<file path="config.mk">
export PLATFORM = sky130hd
export DESIGN_NAME = axi_reg_master_flat
export DESIGN_NICKNAME = d
export VERILOG_FILES = /design/src/rtl/axi_reg_master_if.sv /design/src/rtl/axi_reg_master.sv /design/src/flat_wrapper.sv
export SDC_FILE = /design/constraint.sdc
export NUM_CORES = 1
export LEC_CHECK = 0
export CAP_MARGIN = 25
export CORE_ASPECT_RATIO = 1.1
export CORE_MARGIN = 5
export CORE_UTILIZATION = 37
export CTS_BUF_LIST = sky130_fd_sc_hd__clkbuf_16
export DETAILED_ROUTE_END_ITERATION = 10
export GPL_ROUTABILITY_DRIVEN = 0
export PLACE_DENSITY = 0.8
export REMOVE_ABC_BUFFERS = 1
export SLEW_MARGIN = 20
export SYNTH_ARGS = -nofsm -noshare
export SYNTH_HDL_FRONTEND = slang
export SYNTH_SLANG_ARGS = --single-unit
</file>
<file path="constraint.sdc">
create_clock -name clk -period 9.1 [get_ports clk]
set_input_delay 1.82 -clock clk [delete_from_list [all_inputs] [get_ports clk]]
set_output_delay 1.82 -clock clk [all_outputs]
set_load 0.01 [all_outputs]
</file>
<file path="src/rtl/axi_reg_master_if.sv">
// Single-beat capable AXI4 bundle shared by register masters and slaves.
interface axi_ifc #(
  parameter int ID_W = 4,
  parameter int AW   = 32,
  parameter int DW   = 32
);
  logic [ID_W-1:0] awid;
  logic [AW-1:0]   awaddr;
  logic [7:0]      awlen;
  logic [2:0]      awsize;
  logic [1:0]      awburst;
  logic            awvalid;
  logic            awready;
  logic [DW-1:0]   wdata;
  logic [DW/8-1:0] wstrb;
  logic            wlast;
  logic            wvalid;
  logic            wready;
  logic [ID_W-1:0] bid;
  logic [1:0]      bresp;
  logic            bvalid;
  logic            bready;
  logic [ID_W-1:0] arid;
  logic [AW-1:0]   araddr;
  logic [7:0]      arlen;
  logic [2:0]      arsize;
  logic [1:0]      arburst;
  logic            arvalid;
  logic            arready;
  logic [ID_W-1:0] rid;
  logic [DW-1:0]   rdata;
  logic [1:0]      rresp;
  logic            rlast;
  logic            rvalid;
  logic            rready;

  modport master (
    output awid, awaddr, awlen, awsize, awburst, awvalid,
    input  awready,
    output wdata, wstrb, wlast, wvalid,
    input  wready,
    input  bid, bresp, bvalid,
    output bready,
    output arid, araddr, arlen, arsize, arburst, arvalid,
    input  arready,
    input  rid, rdata, rresp, rlast, rvalid,
    output rready
  );

  modport slave (
    input  awid, awaddr, awlen, awsize, awburst, awvalid,
    output awready,
    input  wdata, wstrb, wlast, wvalid,
    output wready,
    output bid, bresp, bvalid,
    input  bready,
    input  arid, araddr, arlen, arsize, arburst, arvalid,
    output arready,
    output rid, rdata, rresp, rlast, rvalid,
    input  rready
  );
endinterface

</file>
<file path="src/rtl/axi_reg_master.sv">
// Single-outstanding AXI master: one register command in, one single-beat
// AXI transaction out, one response back. Commands are fully serialized.
module axi_reg_master #(
  parameter logic [3:0] TXN_ID      = 4'd0,
  parameter bit         ALIGN_CHECK = 1'b1
) (
  input  logic        clk,
  input  logic        reset,
  input  logic        cmd_valid,
  output logic        cmd_ready,
  input  logic        cmd_write,
  input  logic [31:0] cmd_addr,
  input  logic [31:0] cmd_wdata,
  output logic        rsp_valid,
  input  logic        rsp_ready,
  output logic [31:0] rsp_rdata,
  output logic        rsp_err,
  axi_ifc.master      m
);
  typedef enum logic [2:0] {IDLE, WADDR, WRESP, RADDR, RDATA, RSP} state_t;

  state_t      state, state_n;
  logic        aw_pend, aw_pend_n;
  logic        w_pend, w_pend_n;
  logic [31:2] addr_q;
  logic [31:0] wdata_q;
  logic [31:0] rdata_q;
  logic        err_q;
  logic        accept, misaligned;
  logic        aw_hs, w_hs, b_hs, ar_hs, r_hs;

  assign accept     = cmd_valid & cmd_ready;
  assign misaligned = ALIGN_CHECK && (cmd_addr[1:0] != 2'b00);

  // All handshake-side outputs decode from registered state, so an async
  // reset drops them immediately and they can never glitch mid-cycle.
  assign cmd_ready = (state == IDLE) & ~reset;
  assign rsp_valid = (state == RSP);
  assign rsp_rdata = rdata_q;
  assign rsp_err   = err_q;

  assign m.awvalid = (state == WADDR) & aw_pend;
  assign m.wvalid  = (state == WADDR) & w_pend;
  assign m.bready  = (state == WRESP);
  assign m.arvalid = (state == RADDR);
  assign m.rready  = (state == RDATA);

  // Low address bits are never stored: misaligned commands never reach the
  // bus when checked, and are truncated to a word boundary otherwise.
  assign m.awaddr  = {addr_q, 2'b00};
  assign m.araddr  = {addr_q, 2'b00};
  assign m.wdata   = wdata_q;
  assign m.awid    = TXN_ID;
  assign m.arid    = TXN_ID;
  assign m.awlen   = 8'd0;
  assign m.arlen   = 8'd0;
  assign m.awsize  = 3'd2;
  assign m.arsize  = 3'd2;
  assign m.awburst = 2'b01;
  assign m.arburst = 2'b01;
  assign m.wstrb   = 4'hF;
  assign m.wlast   = 1'b1;

  assign aw_hs = m.awvalid & m.awready;
  assign w_hs  = m.wvalid  & m.wready;
  assign b_hs  = m.bvalid  & m.bready;
  assign ar_hs = m.arvalid & m.arready;
  assign r_hs  = m.rvalid  & m.rready;

  // State and per-channel pending flags.
  always_ff @(posedge clk or posedge reset) begin
    if (reset) begin
      state   <= IDLE;
      aw_pend <= 1'b0;
      w_pend  <= 1'b0;
    end else begin
      state   <= state_n;
      aw_pend <= aw_pend_n;
      w_pend  <= w_pend_n;
    end
  end

  // Next state; AW and W retire independently and in any order.
  always_comb begin
    state_n   = state;
    aw_pend_n = aw_pend;
    w_pend_n  = w_pend;
    unique case (state)
      IDLE: if (accept) begin
        if (misaligned) state_n = RSP;
        else if (cmd_write) begin
          state_n   = WADDR;
          aw_pend_n = 1'b1;
          w_pend_n  = 1'b1;
        end else state_n = RADDR;
      end
      WADDR: begin
        if (aw_hs) aw_pend_n = 1'b0;
        if (w_hs)  w_pend_n  = 1'b0;
        if (!aw_pend_n && !w_pend_n) state_n = WRESP;
      end
      WRESP:   if (b_hs) state_n = RSP;
      RADDR:   if (ar_hs) state_n = RDATA;
      RDATA:   if (r_hs) state_n = RSP;
      RSP:     if (rsp_ready) state_n = IDLE;
      default: state_n = IDLE;
    endcase
  end

  // Command capture and response latching; held stable through RSP.
  always_ff @(posedge clk or posedge reset) begin
    if (reset) begin
      addr_q  <= '0;
      wdata_q <= '0;
      rdata_q <= '0;
      err_q   <= 1'b0;
    end else begin
      if (accept) begin
        addr_q  <= cmd_addr[31:2];
        wdata_q <= cmd_wdata;
        rdata_q <= '0;
        err_q   <= misaligned;
      end
      if (b_hs) begin
        rdata_q <= '0;
        err_q   <= (m.bresp != 2'b00) | (m.bid != TXN_ID);
      end
      if (r_hs) begin
        rdata_q <= m.rdata;
        err_q   <= (m.rresp != 2'b00) | (m.rid != TXN_ID) | ~m.rlast;
      end
    end
  end
endmodule

</file>
<file path="src/flat_wrapper.sv">
// flat-port wrapper written by rule: the top's interface ports become plain ports
module axi_reg_master_flat 
#(
  parameter logic [3:0] TXN_ID      = 4'd0,
  parameter bit         ALIGN_CHECK = 1'b1
)
  (clk, reset, cmd_valid, cmd_ready, cmd_write, cmd_addr, cmd_wdata, rsp_valid, rsp_ready, rsp_rdata, rsp_err, m_awid, m_awaddr, m_awlen, m_awsize, m_awburst, m_awvalid, m_awready, m_wdata, m_wstrb, m_wlast, m_wvalid, m_wready, m_bid, m_bresp, m_bvalid, m_bready, m_arid, m_araddr, m_arlen, m_arsize, m_arburst, m_arvalid, m_arready, m_rid, m_rdata, m_rresp, m_rlast, m_rvalid, m_rready);
  axi_ifc m_i ();
  input  logic clk;
  input  logic reset;
  input  logic cmd_valid;
  output logic cmd_ready;
  input  logic cmd_write;
  input  logic [31:0] cmd_addr;
  input  logic [31:0] cmd_wdata;
  output logic rsp_valid;
  input  logic rsp_ready;
  output logic [31:0] rsp_rdata;
  output logic rsp_err;
  output wire logic [$bits(m_i.awid)-1:0] m_awid;
  output wire logic [$bits(m_i.awaddr)-1:0] m_awaddr;
  output wire logic [$bits(m_i.awlen)-1:0] m_awlen;
  output wire logic [$bits(m_i.awsize)-1:0] m_awsize;
  output wire logic [$bits(m_i.awburst)-1:0] m_awburst;
  output wire logic [$bits(m_i.awvalid)-1:0] m_awvalid;
  input wire logic [$bits(m_i.awready)-1:0] m_awready;
  output wire logic [$bits(m_i.wdata)-1:0] m_wdata;
  output wire logic [$bits(m_i.wstrb)-1:0] m_wstrb;
  output wire logic [$bits(m_i.wlast)-1:0] m_wlast;
  output wire logic [$bits(m_i.wvalid)-1:0] m_wvalid;
  input wire logic [$bits(m_i.wready)-1:0] m_wready;
  input wire logic [$bits(m_i.bid)-1:0] m_bid;
  input wire logic [$bits(m_i.bresp)-1:0] m_bresp;
  input wire logic [$bits(m_i.bvalid)-1:0] m_bvalid;
  output wire logic [$bits(m_i.bready)-1:0] m_bready;
  output wire logic [$bits(m_i.arid)-1:0] m_arid;
  output wire logic [$bits(m_i.araddr)-1:0] m_araddr;
  output wire logic [$bits(m_i.arlen)-1:0] m_arlen;
  output wire logic [$bits(m_i.arsize)-1:0] m_arsize;
  output wire logic [$bits(m_i.arburst)-1:0] m_arburst;
  output wire logic [$bits(m_i.arvalid)-1:0] m_arvalid;
  input wire logic [$bits(m_i.arready)-1:0] m_arready;
  input wire logic [$bits(m_i.rid)-1:0] m_rid;
  input wire logic [$bits(m_i.rdata)-1:0] m_rdata;
  input wire logic [$bits(m_i.rresp)-1:0] m_rresp;
  input wire logic [$bits(m_i.rlast)-1:0] m_rlast;
  input wire logic [$bits(m_i.rvalid)-1:0] m_rvalid;
  output wire logic [$bits(m_i.rready)-1:0] m_rready;
  assign m_awid = m_i.awid;
  assign m_awaddr = m_i.awaddr;
  assign m_awlen = m_i.awlen;
  assign m_awsize = m_i.awsize;
  assign m_awburst = m_i.awburst;
  assign m_awvalid = m_i.awvalid;
  assign m_i.awready = m_awready;
  assign m_wdata = m_i.wdata;
  assign m_wstrb = m_i.wstrb;
  assign m_wlast = m_i.wlast;
  assign m_wvalid = m_i.wvalid;
  assign m_i.wready = m_wready;
  assign m_i.bid = m_bid;
  assign m_i.bresp = m_bresp;
  assign m_i.bvalid = m_bvalid;
  assign m_bready = m_i.bready;
  assign m_arid = m_i.arid;
  assign m_araddr = m_i.araddr;
  assign m_arlen = m_i.arlen;
  assign m_arsize = m_i.arsize;
  assign m_arburst = m_i.arburst;
  assign m_arvalid = m_i.arvalid;
  assign m_i.arready = m_arready;
  assign m_i.rid = m_rid;
  assign m_i.rdata = m_rdata;
  assign m_i.rresp = m_rresp;
  assign m_i.rlast = m_rlast;
  assign m_i.rvalid = m_rvalid;
  assign m_rready = m_i.rready;
  axi_reg_master #(.TXN_ID(TXN_ID), .ALIGN_CHECK(ALIGN_CHECK)) u_core (.clk(clk), .reset(reset), .cmd_valid(cmd_valid), .cmd_ready(cmd_ready), .cmd_write(cmd_write), .cmd_addr(cmd_addr), .cmd_wdata(cmd_wdata), .rsp_valid(rsp_valid), .rsp_ready(rsp_ready), .rsp_rdata(rsp_rdata), .rsp_err(rsp_err), .m(m_i));
endmodule
</file>
# == Word-level counts from Yosys, hierarchy flattened ==
# Index checks and enable logic that the tools add are counted.
# totals
reg_bits,100
latchBits,0
mem_bits_rw,0
rom_bits,0
input_bits,119
output_inout_bits,175
wordCells,71
memories,0
# classes
add_sub_neg,0
n_mul,0
div_mod_pow,0
order_cmp,0
n_eq_ne,13
n_shift,0
muxes,24
bitwise_logic,14
reduce_logical,13
# ops
operator,count
32-bit 2-to-1 mux,3
3-bit 2-to-1 mux,7
3-bit case mux with 6 select lines,1
2-bit inequality test (second input constant),6
1-bit 2-to-1 mux,10
1-bit AND,9
2-bit nonzero test,4
4-bit nonzero test,2
3-bit by 2-bit equality test with 1-bit output (second input constant),2
3-bit equality test (second input constant),2
6-bit AND reduction,1
2-bit by 1-bit inequality test with 1-bit output (second input constant),2
1-bit case mux with 2 select lines,2
4-bit AND reduction,1
3-bit by 1-bit equality test with 1-bit output (second input constant),1
3-bit zero test,1
1-bit OR,3
3-bit nonzero test,1
1-bit zero test,2
2-bit 2-to-1 mux,1
1-bit inverter,2
1-bit logical AND,1

# == Longest topological paths before layout ==
# logic_depth
ltp_word,9
ltp_mapped,8
ltp_nobuf,4

# == Worst setup path before layout ==
# No wires, ideal clock.
# synth_path
path_kind,in2out
start,input reset
end,output cmd_ready
arrival_time_ns,2.018
t_required_ns,7.280
path_slack_ns,5.262
stages,1
path_buffers,0
cell_sequence,nor4_4
# synth_via
elab_chain_cells,2
# synth_lines
item,line_no,text
"start, declared",flat_wrapper.sv:10,input logic reset;
1-bit inverter,axi_reg_master.sv:37,assign cmd_ready = (state == IDLE) & ~reset;
1-bit AND,axi_reg_master.sv:37,
"end, declared",flat_wrapper.sv:12,output logic cmd_ready;
# Every way passes these cells.

# == Worst setup path after layout ==
# Same ends and word-level chain as after synthesis.

==> results by group <==
Outcome
  – Status: complete, no violations

Clock network
  – CTS tree: built
  – # hold bufs at CTS: 0
  – Worst-Skew Late Latency: 0.34 ns
  – Post-CTS Setup Inserts: 0
  – Clock slew at reported path FFs: 0.07 ns
  – Num CTS Buffers: 9
  – Post-CTS Resized: 0
  – Clock Tree Buf Depth: 2
  – Root Buffer: clkbuf_16
  – H-tree depth: 3
  – Clk sinks: 100

Drt
  – Router iterations before antenna repair: 4
  – Post-DRT Antenna Nets: 0
  – Residual DRC: 0
  – WL/cell: 17.86 um
  – Final wirelength: approximately 13 mm
  – Via count: 3353
  – Avg Vias per Cell: 4.676
  – DR iter-0 viols: 189

Setup path
  – Most used cell, CP: clkdlybuf4s50_1
  – Critical path type: input port to output pin
  – Crit path launch: reset
  – CP required: 7.28 ns
  – Max incr delay on CP: 0.61 ns
  – Setup crit start kind: input port
  – Worst Path Arrival: 3.22 ns
  – Crit-path cells: clkdlybuf4s50_1, nor4_4, clkdlybuf4s50_1
  – Reg-to-reg startpoint: u_core.state[0]$_DFFE_PP0P_
  – Setup crit end kind: output pin
  – Max stage delay cell, worst path: clkdlybuf4s50_1
  – Worst Path Max Fanout: 3

Power
  – Total power: 2.388 mW
  – P_leak: 3.322 nW
  – Worst VDD drop: 0.1851 mV
  – Power per cell area: 329.3 nW/um^2

Synthesis
  – Ranking of synthesized cells by area: dfrtp_1 52%, mux2_4 19%, buf_4 12%
  – Post-Syn Instances: between 300 and 400
  – Largest area contributor in the netlist: dfrtp_1
  – Top post-synthesis cells by count: 100 x dfrtp_1, 75 x buf_4, 59 x mux2_4, 32 x a22o_1, 12 x buf_6
  – FF+latch count, synth: 100
  – Post-synth EDFFs: 0
  – Share of the synthesized area in the top cell type: between 50% and 60%
  – Synthesized area: between 4000 and 5000 sq um
  – Most common flop cell mapped by yosys: dfrtp_1
  – Syn Area/Cell: 13.99 sq um
  – Yosys warns: 0
  – Register area share after synthesis: 52.30%
  – Count leader, synth: dfrtp_1
  – Fraction of registers with async set/reset: 100.0%
  – Yosys cell types: 35

Global routing
  – Aggregate global-route resource usage: 15.75%
  – Largest net degree at the start of global routing: 55
  – Total gr overflow: 0
  – Global-route wire length before repair: 19.34 mm
  – Number of global-route vias before repair: 3616
  – Initial antenna violation count: 0

Layout
  – Final core occ: 57.37%
  – Nets: 675
  – Antenna cells: 0
  – Share of cells above drive strength 1: 15.36%
  – Layout area overhead: 51.60%
  – Final Cell Area: 7253 sq um

Timing
  – RSZ-0062 raised after global routing: no
  – Hold Slack: 0.5010 ns
  – Final period utilization: 55.39%
  – Period minus WS final: ~5 ns
  – Final Setup Violations: 0
  – Max Freq: 198.4 MHz
  – Slew Limit Fails: 0
  – Worst slew pin tran: 0.9428 ns
  – Sum of negative setup slack: 0 ns
  – Worst Skew: 0.01094 ns
  – Fin. Hold Viols: 0
  – Slew headroom: 37.15%

Run
  – Max Cap Violations: 0

Min path
  – Worst hold start: u_core.aw_pend$_DFFE_PP0P_
  – Hold Crit Class: flip-flop to flip-flop

Floorplanning
  – I/O pin count: 294
  – Die W: 118.4 um
  – Die height: 129.3 um
  – Core area: 12640 sq um
  – # rows: 43
  – Starting density of the core: a little under two fifths
  – Die footprint: 15310 sq um

Placement
  – DP HPWL: 9.952 mm
  – DP Area: 6959 sq um
  – # port buffers: 250
cell families (layout without fill, tap and decap cells):
group | Yosys count | count (layout) | share of synthesized area, %
multiplexers | 64 | 64 | 19.64
buffers and inverters | 96 | 273 | 15.32
flip-flops | 100 | 100 | 52.30
AND/OR/NAND/NOR | 35 | 35 | 4.733
AO/OA/AOI/OAI | 45 | 45 | 7.845
other | 2 | 43 | 0.1570
worst paths after layout:
| path | end | cells after the start | slack (ns) |
|---|---|---|---|
| max in group asynchronous | u_core.m.wdata[6]$_DFFE_PP0P_ | 3 | 5.97 |
| max reg2reg | u_core.m.wdata[28]$_DFFE_PP0P_ | 4 | 6.77 |
| min in group asynchronous | u_core.m.wdata[22]$_DFFE_PP0P_ | 2 | 2.00 |
| min reg2reg | u_core.aw_pend$_DFFE_PP0P_ | 2 | 0.50 |
| min | u_core.aw_pend$_DFFE_PP0P_ | 2 | 0.50 |
| max | cmd_ready | 3 | 4.06 |
worst max-delay path: cells and delay by family:
kind / cells / cell delay (ns)
buffers and inverters: 2 / 1.13
and+or+nand+nor: 1 / 0.27
placed cells by master (no fill, tap or decap), types with 2 or more instances in the layout:
| cell type | count |
|---|---|
| clkinv_4 | 3 |
| and2_1 | 3 |
| nand2b_1 | 3 |
| inv_1 | 5 |
| clkdlybuf4s50_1 | 250 |
| dfrtp_1 | 100 |
| nand2_1 | 7 |
| mux2_2 | 3 |
| nor3_1 | 6 |
| a21oi_1 | 2 |
| conb_1 | 43 |
| o21ai_0 | 3 |
| a22o_1 | 32 |
| clkbuf_16 | 9 |
| mux2_4 | 59 |
| mux2i_1 | 2 |
| buf_4 | 2 |
| nor2_1 | 4 |
| a32o_1 | 2 |
state kept, by name, summed over array words and instances, names as in the netlist:
signal,count
u_core.m.wdata,32
u_core.rsp_err,1
u_core.state,3
u_core.rsp_rdata,32
u_core.aw_pend,1
u_core.w_pend,1
u_core.addr_q,30
per-layer routing:
metal	vias up	track usage (%)	wire length, um
met4	0	4.203	113
met2	202	27.18	6362
met1	1634	18.41	4990
li1	1508	-	-
met5	-	0	0
met3	9	6.285	1340
metrics by stage:
stage,cells,worst slack (ns)
after detailed placement,702,4.054
after floorplan,292,3.940
after global placement,701,4.114
final,717,4.060
after CTS,717,4.050
after global routing,717,4.013
where the power goes:
| group | switching [mW] | total (mW) | leakage, nW | internal [mW] |
|---|---|---|---|---|
| clock | 0.161 | 0.373 | 0.143 | 0.212 |
| combinational | 0.429 | 1.20 | 1.95 | 0.773 |
| sequential | 0.166 | 0.814 | 1.23 | 0.649 |
area by class of cell:
cell class,count,area [sq um]
tap,157,196.4
multi-input combinational,187,1712
sequential,100,2502
fill,1032,5390
timing repair buffer,253,2529
clock inverter,6,67.56
clock buffer,9,225.2
inverter,5,21.27
Note: power is estimated with default switching activity, not from simulation.
